[config.mk]
export PLATFORM = sky130hd
export DESIGN_NAME = demux4_b4_seq_flat
export DESIGN_NICKNAME = d
export VERILOG_FILES = /design/src/rtl/demux4_b4_seq_if.sv /design/src/rtl/demux4_b4_seq.sv /design/src/flat_wrapper.sv
export SDC_FILE = /design/constraint.sdc
export NUM_CORES = 1
export LEC_CHECK = 0
export BUFFER_PORTS_ARGS = -buffer_cell sky130_fd_sc_hd__buf_2
export CORE_ASPECT_RATIO = 0.9
export CORE_MARGIN = 3
export CORE_UTILIZATION = 40
export DETAILED_ROUTE_END_ITERATION = 8
export PLACE_DENSITY = 0.67
export SLEW_MARGIN = 0
export SYNTH_ARGS = -nofsm -noshare
export SYNTH_HDL_FRONTEND = slang
export SYNTH_SLANG_ARGS = --single-unit
[constraint.sdc]
create_clock -name clk -period 1.5 [get_ports clk]
set_input_delay 0.15 -clock clk [delete_from_list [all_inputs] [get_ports clk]]
set_output_delay 0.15 -clock clk [all_outputs]
set_load 0.005 [all_outputs]
[src/rtl/demux4_b4_seq_if.sv]
// demux4_b4_seq_if: bus bundle for the registered 1-to-4 demultiplexer.
//   din/valid : data word and its write enable
//   ctrl      : manual channel select (0=A .. 3=D)
//   auto      : 1 selects the internal dwell-timed rotating channel
//   A..D      : held channel registers
//   ch        : registered current channel
//   wr        : registered one-hot write strobe
//   frame     : one-cycle pulse when auto rotation wraps 3->0
// master drives the inputs (producer side), slave is the demux itself.
interface demux4_b4_seq_if #(
  parameter int WIDTH = 4
);
  logic [WIDTH-1:0] din;
  logic             valid;
  logic [1:0]       ctrl;
  logic             auto;
  logic [WIDTH-1:0] A;
  logic [WIDTH-1:0] B;
  logic [WIDTH-1:0] C;
  logic [WIDTH-1:0] D;
  logic [1:0]       ch;
  logic [3:0]       wr;
  logic             frame;

  modport master (
    output din, valid, ctrl, auto,
    input  A, B, C, D, ch, wr, frame
  );

  modport slave (
    input  din, valid, ctrl, auto,
    output A, B, C, D, ch, wr, frame
  );
endinterface

[src/rtl/demux4_b4_seq.sv]
// demux4_b4_seq: registered 1-to-4 demultiplexer / channel distributor.
// One WIDTH-bit word is steered into one of four held registers (A..D).
// The target channel is either ctrl (manual) or an internal channel that
// rotates every DWELL cycles (auto).
// Ports:
//   clk   : system clock, rising edge
//   rst_n : synchronous active-low reset
//   bus   : demux4_b4_seq_if.slave (din, valid, ctrl, auto, A..D, ch, wr, frame)

// One channel register: loads din when its write enable is set.
module demux4_b4_lane #(
  parameter int WIDTH = 4
) (
  input  logic             clk,
  input  logic             rst_n,
  input  logic             we,
  input  logic [WIDTH-1:0] din,
  output logic [WIDTH-1:0] q
);
  always_ff @(posedge clk) begin
    if (!rst_n)  q <= '0;
    else if (we) q <= din;
  end
endmodule

module demux4_b4_seq #(
  parameter int WIDTH = 4,
  parameter int DWELL = 50
) (
  input logic             clk,
  input logic             rst_n,
  demux4_b4_seq_if.slave  bus
);
  localparam int NUM_LANES = 4;
  localparam int CW        = (DWELL > 1) ? $clog2(DWELL) : 1;

  logic [CW-1:0]                      cnt;
  logic [1:0]                         ch_q;
  logic [NUM_LANES-1:0]               wr_q;
  logic                               frame_q;
  logic [NUM_LANES-1:0][WIDTH-1:0]    lane_q;
  logic [1:0]                         sel;
  logic                               last;
  logic [NUM_LANES-1:0]               onehot;

  // Write target uses the pre-advance channel, so a write landing on the
  // advance edge still goes to the old channel.
  assign sel    = bus.auto ? ch_q : bus.ctrl;
  assign last   = (cnt == CW'(DWELL - 1));
  assign onehot = NUM_LANES'(1) << sel;

  for (genvar i = 0; i < NUM_LANES; i++) begin : g_lane
    demux4_b4_lane #(.WIDTH(WIDTH)) u_lane (
      .clk   (clk),
      .rst_n (rst_n),
      .we    (bus.valid && (sel == 2'(i))),
      .din   (bus.din[WIDTH-1:0]),
      .q     (lane_q[i])
    );
  end

  always_ff @(posedge clk) begin
    if (!rst_n) begin
      cnt     <= '0;
      ch_q    <= '0;
      wr_q    <= '0;
      frame_q <= 1'b0;
    end else begin
      wr_q <= bus.valid ? onehot : '0;
      if (!bus.auto) begin
        // Manual: ch tracks ctrl one cycle late; the dwell restarts fresh
        // on the next entry into auto mode.
        ch_q    <= bus.ctrl;
        cnt     <= '0;
        frame_q <= 1'b0;
      end else if (last) begin
        cnt     <= '0;
        ch_q    <= ch_q + 2'd1;
        frame_q <= (ch_q == 2'd3);
      end else begin
        cnt     <= cnt + 1'b1;
        frame_q <= 1'b0;
      end
    end
  end

  assign bus.A     = lane_q[0];
  assign bus.B     = lane_q[1];
  assign bus.C     = lane_q[2];
  assign bus.D     = lane_q[3];
  assign bus.ch    = ch_q;
  assign bus.wr    = wr_q;
  assign bus.frame = frame_q;
endmodule

[src/flat_wrapper.sv]
// flat-port wrapper written by rule: the top's interface ports become plain ports
module demux4_b4_seq_flat 
#(
  parameter int WIDTH = 4,
  parameter int DWELL = 50
)
  (clk, rst_n, bus_din, bus_valid, bus_ctrl, bus_auto, bus_A, bus_B, bus_C, bus_D, bus_ch, bus_wr, bus_frame);
  demux4_b4_seq_if #(.WIDTH(WIDTH)) bus_i ();
  input logic clk;
  input logic rst_n;
  input wire logic [$bits(bus_i.din)-1:0] bus_din;
  input wire logic [$bits(bus_i.valid)-1:0] bus_valid;
  input wire logic [$bits(bus_i.ctrl)-1:0] bus_ctrl;
  input wire logic [$bits(bus_i.auto)-1:0] bus_auto;
  output wire logic [$bits(bus_i.A)-1:0] bus_A;
  output wire logic [$bits(bus_i.B)-1:0] bus_B;
  output wire logic [$bits(bus_i.C)-1:0] bus_C;
  output wire logic [$bits(bus_i.D)-1:0] bus_D;
  output wire logic [$bits(bus_i.ch)-1:0] bus_ch;
  output wire logic [$bits(bus_i.wr)-1:0] bus_wr;
  output wire logic [$bits(bus_i.frame)-1:0] bus_frame;
  assign bus_i.din = bus_din;
  assign bus_i.valid = bus_valid;
  assign bus_i.ctrl = bus_ctrl;
  assign bus_i.auto = bus_auto;
  assign bus_A = bus_i.A;
  assign bus_B = bus_i.B;
  assign bus_C = bus_i.C;
  assign bus_D = bus_i.D;
  assign bus_ch = bus_i.ch;
  assign bus_wr = bus_i.wr;
  assign bus_frame = bus_i.frame;
  demux4_b4_seq #(.WIDTH(WIDTH), .DWELL(DWELL)) u_core (.clk(clk), .rst_n(rst_n), .bus(bus_i));
endmodule
==> qor.yml, run 1 <==
outcome: "finished clean"
die_y_um: 57.1
final_core_util_pct: 55.9
cp.required_ns: 1.75
drive_gt1_share_pct: 29.7
met3_usage_pct: 7.87
dp_slack_ns: 0.112
wirelength_mm: 2.37
wl_per_cell_um: 12.3
clkTransAtPathRegs_ns: 0.09
netlist_top_cells_count: "dfxtp_1 (29), nand2_1 (21), mux2i_1 (16)"
cts_tree: "built"
worstReg2RegStart: "u_core.cnt[0]"
grt_use_met2_pct: 23.4
synth_area_sq_um: 1160
timing.fmax_mhz: 718
final_cell_area_sq_um: 1450
cts_resized: 0
initial_core_util_pct: 44.7
p_leak_nw: 0.757
syn_inst: 117
vias: 948
ctsHoldBuffers: 0
rows: 17
synth-seq-cells: 29
die_w_um: 62.8
finalSetupViolCount: 0
core_sq_um: 2590
grt_pass1_vias: 882
fin_cells: 193
clk_latency_ns: 0.33
numPlacedInstances: 185
peakVddDrop_mv: 0.615
finClkSkew_ns: 0.00601
tns_ns: 0
rsz0062_at_grt: "no"
finalCriticalPeriod_ns: 1.39
dieArea_sq_um: 3590
grt_max_degree: 17
synth_top_cells_by_area: "dfxtp_1 (50%), mux2i_1 (14%), nand2_1 (6.8%)"
port-buffer-count: 32
crit_type: "reg2reg"
antenna_found_initial: 0
ios: 33
drt_iter0_markers: 57
synthArstFlopShare_pct: 0
ys_types: 25
cts.sink_count: 29
p_per_area_nw_per_um2: 1110
htreeDepth: 2
ctsRootBufferMaster: "clkbuf_4"
syn-num-nets: 130
fin_crit_sh_pct: 92.9
drc: 0
drv_slew: 0
synth.most_common_cell: "dfxtp_1"
synth_warnings: 0
n_fill_cell: 269
nNetsFinal: 167
path_max_fanout: 6
synth_edf_count: 0
grt_use_total_pct: 14.9
synth_top_flop_cell: "dfxtp_1"
place_area_sq_um: 1370
cts_made_buffers: 5
gr-usage-met1_pct: 16.5
cts_setup_buffers: 0
place_congestion: 0.722
finalHoldViolCount: 0
grt_pass1_wl_mm: 4.02
hpwl_mm: 1.76
first_pass_iters: 4
setup_slack_ns: 0.107
slew_headroom_pct: 73.1
startpoint: "u_core.cnt[0]"
clock_path_buffers: 2
final_antenna_net_count: 0
worst_slew_pin_slew_ns: 0.403
startpoint_type: "flip-flop"
cap_violations: 0
synth_top_cell_area_share_pct: 50.0
end_kind: "flip-flop"
synth_top_cell_by_area: "dfxtp_1"
min_from: "bus_ctrl[0]"
synth_seq_area_share_pct: 50.0
viasPerCell: 4.91
hold_class: "in2reg"
arrival_ns: 1.64
areaGrowthSynthToFinish_pct: 25.0
gr-total-overflow: 0
antennaDiodeCount: 0
top_usage_layer: "met2"
syn_avg_cell_area_sq_um: 9.92
[kinds of logic (layout without fill, tap and decap cells)]
kind of cell	count (synthesis)	in the layout	share of synthesized area [%]
AND/OR/NAND/NOR	49	49	22.0
multiplexers	16	16	13.8
AO/OA/AOI/OAI	11	11	6.57
buffers and inverters	6	44	2.15
adder cells (fa/ha/maj)	3	3	3.23
flip-flops	29	29	50.0
XOR/XNOR	3	3	2.26
[per-stage QoR]
stage | total power, W | hold WS (ns)
floorplan | 0.000906 | 0.298
global placement | 0.000962 | 0.444
detailed placement | 0.000968 | 0.452
CTS | 0.00163 | 0.124
global route | 0.00169 | 0.123
finish | 0.00161 | 0.135
[critical path, stage by stage, from the launching register on]
cell and delay [ns]:
dfxtp_1 0.39, ha_1 0.22, nand4b_4 0.14, or3_1 0.32, a311oi_1 0.25
[layout by cell type (no fill, tap or decap)]
cell type,instances
buf_2,32
dfxtp_1,29
nand2_1,21
mux2i_1,16
nor2_1,10
clkbuf_4,5
o21ai_0,4
o21ai_2,4
nor3b_1,4
and3b_1,3
nand3_1,3
ha_1,3
inv_1,2
or3_1,2
nor3_1,2
xor2_1,2
buf_4,2
nand4b_4,1
a311oi_1,1
and3_1,1
nor4b_1,1
nor2b_1,1
o211ai_1,1
a21oi_1,1
xnor2_1,1
clkbuf_8,1
bufinv_16,1
clkbuf_1,1
[power breakdown]
part	switching, W	leakage (nW)	total [W]	internal (W)
combinational	0.0000722	0.476	0.000134	0.0000619
sequential	0.0000176	0.236	0.000814	0.000796
clock	0.000265	0.0455	0.000662	0.000398
total	0.000355	0.757	0.00161	0.00126
[flip-flops by register name, summed over array words and instances, names as in the netlist]
name	cells
u_core.cnt	6
u_core.bus.ch	2
u_core.bus.wr	4
u_core.bus.frame	1
u_core.g_lane.u_lane.q	16
[per-layer routing]
| metal | routed length (um) | share of wire [%] |
|---|---|---|
| met1 | 1030 | 44 |
| met2 | 1100 | 46 |
| met3 | 185 | 7.8 |
| met4 | 47 | 2.0 |
| met5 | 0 | 0 |
[area by class of cell]
type | instances | area (sq um) | share of cell area (%)
Sequential cell | 29 | 581 | 40.0
Tap cell | 38 | 47.5 | 3.28
Multi-Input combinational cell | 82 | 556 | 38.3
Clock inverter | 1 | 30.0 | 2.07
Timing Repair Buffer | 34 | 175 | 12.1
Clock buffer | 7 | 55.1 | 3.79
Inverter | 2 | 7.51 | 0.517
[path summary, 6_finish.rpt]
kind,to,slack [ns],cells after the start
worst max register to register,u_core.bus.ch[0],0.11,4
worst min-delay path,u_core.bus.ch[0],0.13,3
worst max-delay path,u_core.bus.ch[0],0.11,4
worst min register to register,u_core.g_lane[2].u_lane.q[3],0.46,2
Power figures use the tool's default switching activity.
==> inputs of run 2 (changes only) <==
--- a/config.mk
+++ b/config.mk
@@ -10,7 +10,7 @@
 export CORE_MARGIN = 3
 export CORE_UTILIZATION = 40
 export DETAILED_ROUTE_END_ITERATION = 8
-export PLACE_DENSITY = 0.67
+export PLACE_DENSITY = 0.69
 export SLEW_MARGIN = 0
 export SYNTH_ARGS = -nofsm -noshare
 export SYNTH_HDL_FRONTEND = slang
==> constraint.sdc (replaced) <==
create_clock -name clk -period 1.2 [get_ports clk]
set_input_delay 0.12 -clock clk [delete_from_list [all_inputs] [get_ports clk]]
set_output_delay 0.12 -clock clk [all_outputs]
set_load 0.005 [all_outputs]
==> qor.yml, run 2 (same netlist as run 1, synthesis figures left out) <==
cts_tree: "built"
peakVddDrop_mv: 0.600
regMostFlops: "u_core.g_lane.u_lane.q"
n_fill_cell: 237
multi_input_area_sq_um: 599
p_per_area_nw_per_um2: 1150
violations: "negative setup slack"
outcome: "complete, but fails checks"
clkTransAtPathRegs_ns: 0.09
antenna_found_initial: 0
initial_core_util_pct: 44.7
setup_slack_ns: -0.0818
cp.required_ns: 1.43
ios: 33
cap_violations: 0
grt_max_degree: 16
drive_gt1_share_pct: 41.6
wirelength_mm: 2.64
crit_type: "reg2reg"
die_w_um: 62.8
port-buffer-count: 32
cts.sink_count: 29
die_y_um: 57.1
clk_latency_ns: 0.32
dieArea_sq_um: 3590
drc: 0
gr-total-overflow: 0
seq_area_sq_um: 584
areaGrowthSynthToFinish_pct: 33.3
wl_per_cell_um: 12.9
slowest_delay_ns: 0.33
rsz0062_at_grt: "yes"
ctsHoldBuffers: 0
grt_use_total_pct: 15.7
clock_path_buffers: 2
finalHoldViolCount: 0
mostFrequentLayoutCells: "buf_2 (32), dfxtp_1 (26), nand2_1 (21), mux2i_1 (16), buf_4 (13)"
antennaDiodeCount: 0
viasPerCell: 4.86
hold_class: "in2reg"
ctsRootBufferMaster: "clkbuf_4"
finClkSkew_ns: 0.00671
final_antenna_net_count: 0
hpwl_mm: 1.89
final_common_cell: "buf_2"
cts_made_buffers: 5
drt_iter0_markers: 28
slew_headroom_pct: 80.3
hold_slack_ns: 0.117
grt_pass1_wl_mm: 4.39
crit_path_top_delay_cell: "dfxtp_2"
startpoint_type: "flip-flop"
end_kind: "flip-flop"
finalSetupViolCount: 3
fin_crit_sh_pct: 107
largest_reg_flops: 16
path_cells: "inv_2 > ha_4 > nand4b_4 > or3_1 > a311oi_1"
rows: 17
place_congestion: 0.730
p_leak_nw: 0.799
path_max_fanout: 5
finalCriticalPeriod_ns: 1.28
arrival_ns: 1.52
grt_pass1_vias: 970
final_cell_area_sq_um: 1550
vias: 992
drv_slew: 0
core_sq_um: 2590
timing.fmax_mhz: 780
htreeDepth: 2
cts_setup_buffers: 0
final_core_util_pct: 59.6
worst_slew_pin_slew_ns: 0.295
place_area_sq_um: 1450
first_pass_iters: 4
nNetsFinal: 178
## run 2: stage by stage
step,setup WS [ns],TNS [ns],cells,total power [W]
final,-0.0818,-0.0951,204,0.00178
after global routing,-0.126,-0.935,204,0.00186
after CTS,-0.0933,-0.105,204,0.00178
after detailed placement,-0.128,-0.173,196,0.00123
after global placement,-0.0327,-0.0327,196,0.00122
after floorplan,-0.0302,-0.0302,117,0.00113
## run 2: final timing paths
path / startpoint / end / slack (ns) / depth (start not counted)
min reg2reg: u_core.g_lane[0].u_lane.q[2] / u_core.g_lane[0].u_lane.q[2] / 0.46 / 2
max: u_core.cnt[1] / u_core.bus.ch[0] / -0.08 / 5
max reg2reg: u_core.cnt[1] / u_core.bus.ch[0] / -0.08 / 5
min: bus_din[3] / u_core.g_lane[2].u_lane.q[3] / 0.12 / 3
## run 2: worst max-delay path, delay by kind of cell, from the launching register on
kind                     cells  cell delay [ns]
buffers and inverters        1             0.06
AO/OA/AOI/OAI                1             0.23
flip-flops                   1             0.33
adder cells (fa/ha/maj)      1             0.14
AND/OR/NAND/NOR              2             0.45
## run 2: cell type report
class                   count  area share (%)
clock inverters             2           0.647
flip-flops and latches     29            37.8
repair buffers             45            16.7
well taps                  38            3.07
multi-input cells          82            38.7
clock buffers               6            2.67
inverters                   2           0.485
## run 2: metal layers
layer,track usage [%],vias up,routed length [um]
met5,0,-,0
met4,8.49,0,49
met3,5.12,6,156
met2,25.2,28,1250
met1,18.8,463,1190
li1,-,495,-
## run 2: repair_timing
item,4_1_cts,5_1_grt
pin swaps,1,3
endpoints found under the setup margin,4,20
gates resized for setup,3,10
## run 2: report_power, final
| group | switching (W) | internal [W] |
|---|---|---|
| registers | 0.0000217 | 0.000996 |
| logic | 0.000106 | 0.000101 |
| clock network | 0.000332 | 0.000223 |
==> inputs of run 3 (changes only) <==
--- a/config.mk
+++ b/config.mk
@@ -5,6 +5,7 @@
 export SDC_FILE = /design/constraint.sdc
 export NUM_CORES = 1
 export LEC_CHECK = 0
+export ABC_AREA = 1
 export BUFFER_PORTS_ARGS = -buffer_cell sky130_fd_sc_hd__buf_2
 export CORE_ASPECT_RATIO = 0.9
 export CORE_MARGIN = 3
@@ -14,4 +15,5 @@
 export SLEW_MARGIN = 0
 export SYNTH_ARGS = -nofsm -noshare
 export SYNTH_HDL_FRONTEND = slang
+export SYNTH_HIERARCHICAL = 1
 export SYNTH_SLANG_ARGS = --single-unit
==> qor.yml, run 3 <==
synth_edf_count: 0
syn_avg_cell_area_sq_um: 6.98
first_pass_iters: 4
gr-total-overflow: 0
synth_seq_area_share_pct: 46.4
grt_use_met2_pct: 22.3
synth_area_sq_um: 1250
regMostFlops: "u_core/g_lane.u_lane/q"
end_kind: "flip-flop"
met3_usage_pct: 4.74
ios: 33
arrival_ns: 1.46
seq_area_sq_um: 586
areaGrowthSynthToFinish_pct: 32.3
wirelength_mm: 2.68
timing.fmax_mhz: 806
fin_crit_sh_pct: 103
final_cell_area_sq_um: 1650
dieArea_sq_um: 3830
finClkSkew_ns: 0.00733
grt_pass1_vias: 1059
worst_slew_pin_slew_ns: 0.189
hold_slack_ns: 0.110
pwr-share-clk_pct: 30.4
finalSetupViolCount: 4
startpoint_type: "flip-flop"
ff2ff_setup_slack_ns: -0.04
outcome: "complete, but fails checks"
synth_top_cells_by_area: "dfxtp_1 (46%), nor2_1 (16%), nand2_1 (14%)"
grt_max_degree: 16
drc: 0
rsz0062_at_grt: "yes"
hold_class: "in2reg"
synth_warnings: 6
finalCriticalPeriod_ns: 1.24
syn_inst: 179
numPlacedInstances: 261
finalHoldViolCount: 0
synth_top_family_by_area: "simple AND/OR/NAND/NOR gates"
core_sq_um: 2860
wl_per_cell_um: 9.86
p_per_area_nw_per_um2: 1170
hpwl_mm: 1.87
htreeDepth: 2
drive_gt1_share_pct: 31.5
cts_tree: "built"
mostFrequentLayoutCells: "nor2_1 (50), nand2_1 (41), buf_2 (32), dfxtp_1 (27), inv_1 (22)"
synthArstFlopShare_pct: 0
violations: "negative setup slack"
reg2regPathDepth: 8
top_usage_layer: "met2"
p_leak_nw: 0.881
die_w_um: 64.9
cp.required_ns: 1.42
p_sw_share_pct: 25.9
antennaDiodeCount: 0
pwr-share-seq_pct: 53.4
antenna_found_initial: 0
synth-seq-cells: 29
clock_path_buffers: 2
synth_fa_ha_area_share_pct: 3.00
final_common_cell: "nor2_1"
synth_top_flop_cell: "dfxtp_1"
crit_path_end: "u_core/g_lane[1].u_lane/q[3]"
drv_slew: 0
cts_made_buffers: 5
syn-num-nets: 192
die_y_um: 59.0
worstReg2RegStart: "u_core/bus.ch[0]"
n_fill_cell: 289
fin_cells: 272
clk_latency_ns: 0.32
synth_compound_area_share_pct: 1.70
ctsRootBufferMaster: "clkbuf_4"
path_max_fanout: 8
rows: 18
startpoint: "u_core/bus.ch[0]"
largest_reg_flops: 16
drt_iter0_markers: 39
cts.sink_count: 29
ys_types: 17
grt_use_total_pct: 15.4
yosys-mux-area-fraction_pct: 0
viasPerCell: 4.36
port-buffer-count: 32
p_int_w: 0.00143
multi_input_area_sq_um: 574
power_w: 0.00193
gr-usage-met1_pct: 20.3
synth_simple_gate_area_share_pct: 35.9
place_congestion: 0.768
crit_type: "reg2reg"
place_area_sq_um: 1520
initial_core_util_pct: 43.7
nNetsFinal: 245
synth_top_cell_area_share_pct: 46.4
final_core_util_pct: 57.8
vias: 1186
clkTransAtPathRegs_ns: 0.09
combPwrFrac_pct: 16.2
final_antenna_net_count: 0
slew_headroom_pct: 87.4
synth_top_cell_by_area: "dfxtp_1"
cap_violations: 0
peakVddDrop_mv: 0.701
synth.most_common_cell: "nor2_1"
grt_pass1_wl_mm: 4.43
netlist_top_cells_count: "nor2_1 (52), nand2_1 (48), dfxtp_1 (29)"
setup_slack_ns: -0.0409
p_sw_w: 0.000499
rr_endpoint: "u_core/g_lane[1].u_lane/q[3]"
synth_xor_area_share_pct: 2.10
[run 3: per-stage QoR]
stage | setup TNS (ns) | setup WS, ns
3_5_place_dp | 0 | 0.00452
3_3_place_gp | 0 | 0.0356
6_report | -0.147 | -0.0409
4_1_cts | 0 | 0.000276
2_1_floorplan | 0 | 0.0201
5_1_grt | -0.954 | -0.124
[run 3: logic make-up after synthesis]
kind of cell | Yosys count
XOR/XNOR | 3
flip-flops | 29
AND/OR/NAND/NOR | 113
adder cells (fa/ha/maj) | 3
AO/OA/AOI/OAI | 3
buffers and inverters | 28
[run 3: worst min path at each step]
stage                     startpoint                           end  slack [ns]  cells after the start
after global placement     bus_valid              u_core/bus.wr[2]        0.43                      3
after global routing       bus_valid              u_core/bus.wr[2]        0.10                      3
after floorplan                rst_n  u_core/g_lane[0].u_lane/q[0]        0.24                      2
after detailed placement   bus_valid              u_core/bus.wr[2]        0.43                      3
final                      bus_valid              u_core/bus.wr[2]        0.11                      3
after CTS                  bus_valid              u_core/bus.wr[2]        0.09                      3
[run 3: repair_timing]
item,4_1_cts,5_1_grt
buffers inserted,0,4
setup endpoints to repair,0,21
resized for setup,0,16
hold buffers,0,0
[run 3: final cells by class]
| cell class | instances | area share [%] |
|---|---|---|
| Inverter | 24 | 5.45 |
| Clock buffer | 7 | 3.33 |
| Multi-Input combinational cell | 122 | 34.7 |
| Timing Repair Buffer | 50 | 18.1 |
| Sequential cell | 29 | 35.4 |
| Tap cell | 40 | 3.03 |
[run 3: power groups by stage]
| stage | sequential (W) | clock, W | combinational (W) |
|---|---|---|---|
| global route | 0.00104 | 0.000668 | 0.000353 |
| floorplan | 0.00106 | 0 | 0.000144 |
| CTS | 0.00103 | 0.000612 | 0.000275 |
| finish | 0.00103 | 0.000587 | 0.000312 |
| detailed placement | 0.00105 | 0 | 0.000275 |
| global placement | 0.00105 | 0 | 0.000270 |
[run 3: critical path, cell delays in order, from the launching register on]
cell and delay (ns):
dfxtp_4 0.37, nor2_4 0.04, a21oi_4 0.18, inv_2 0.07, nor3_2 0.19, buf_6 0.16
nand2_2 0.05, nand2_2 0.05, nor2_2 0.03
[run 3: layer usage]
metal  wire length, um  share of wire (%)
met1              1350                 50
met3               134                5.0
met5                 0                  0
met4                40                1.5
met2              1160                 43
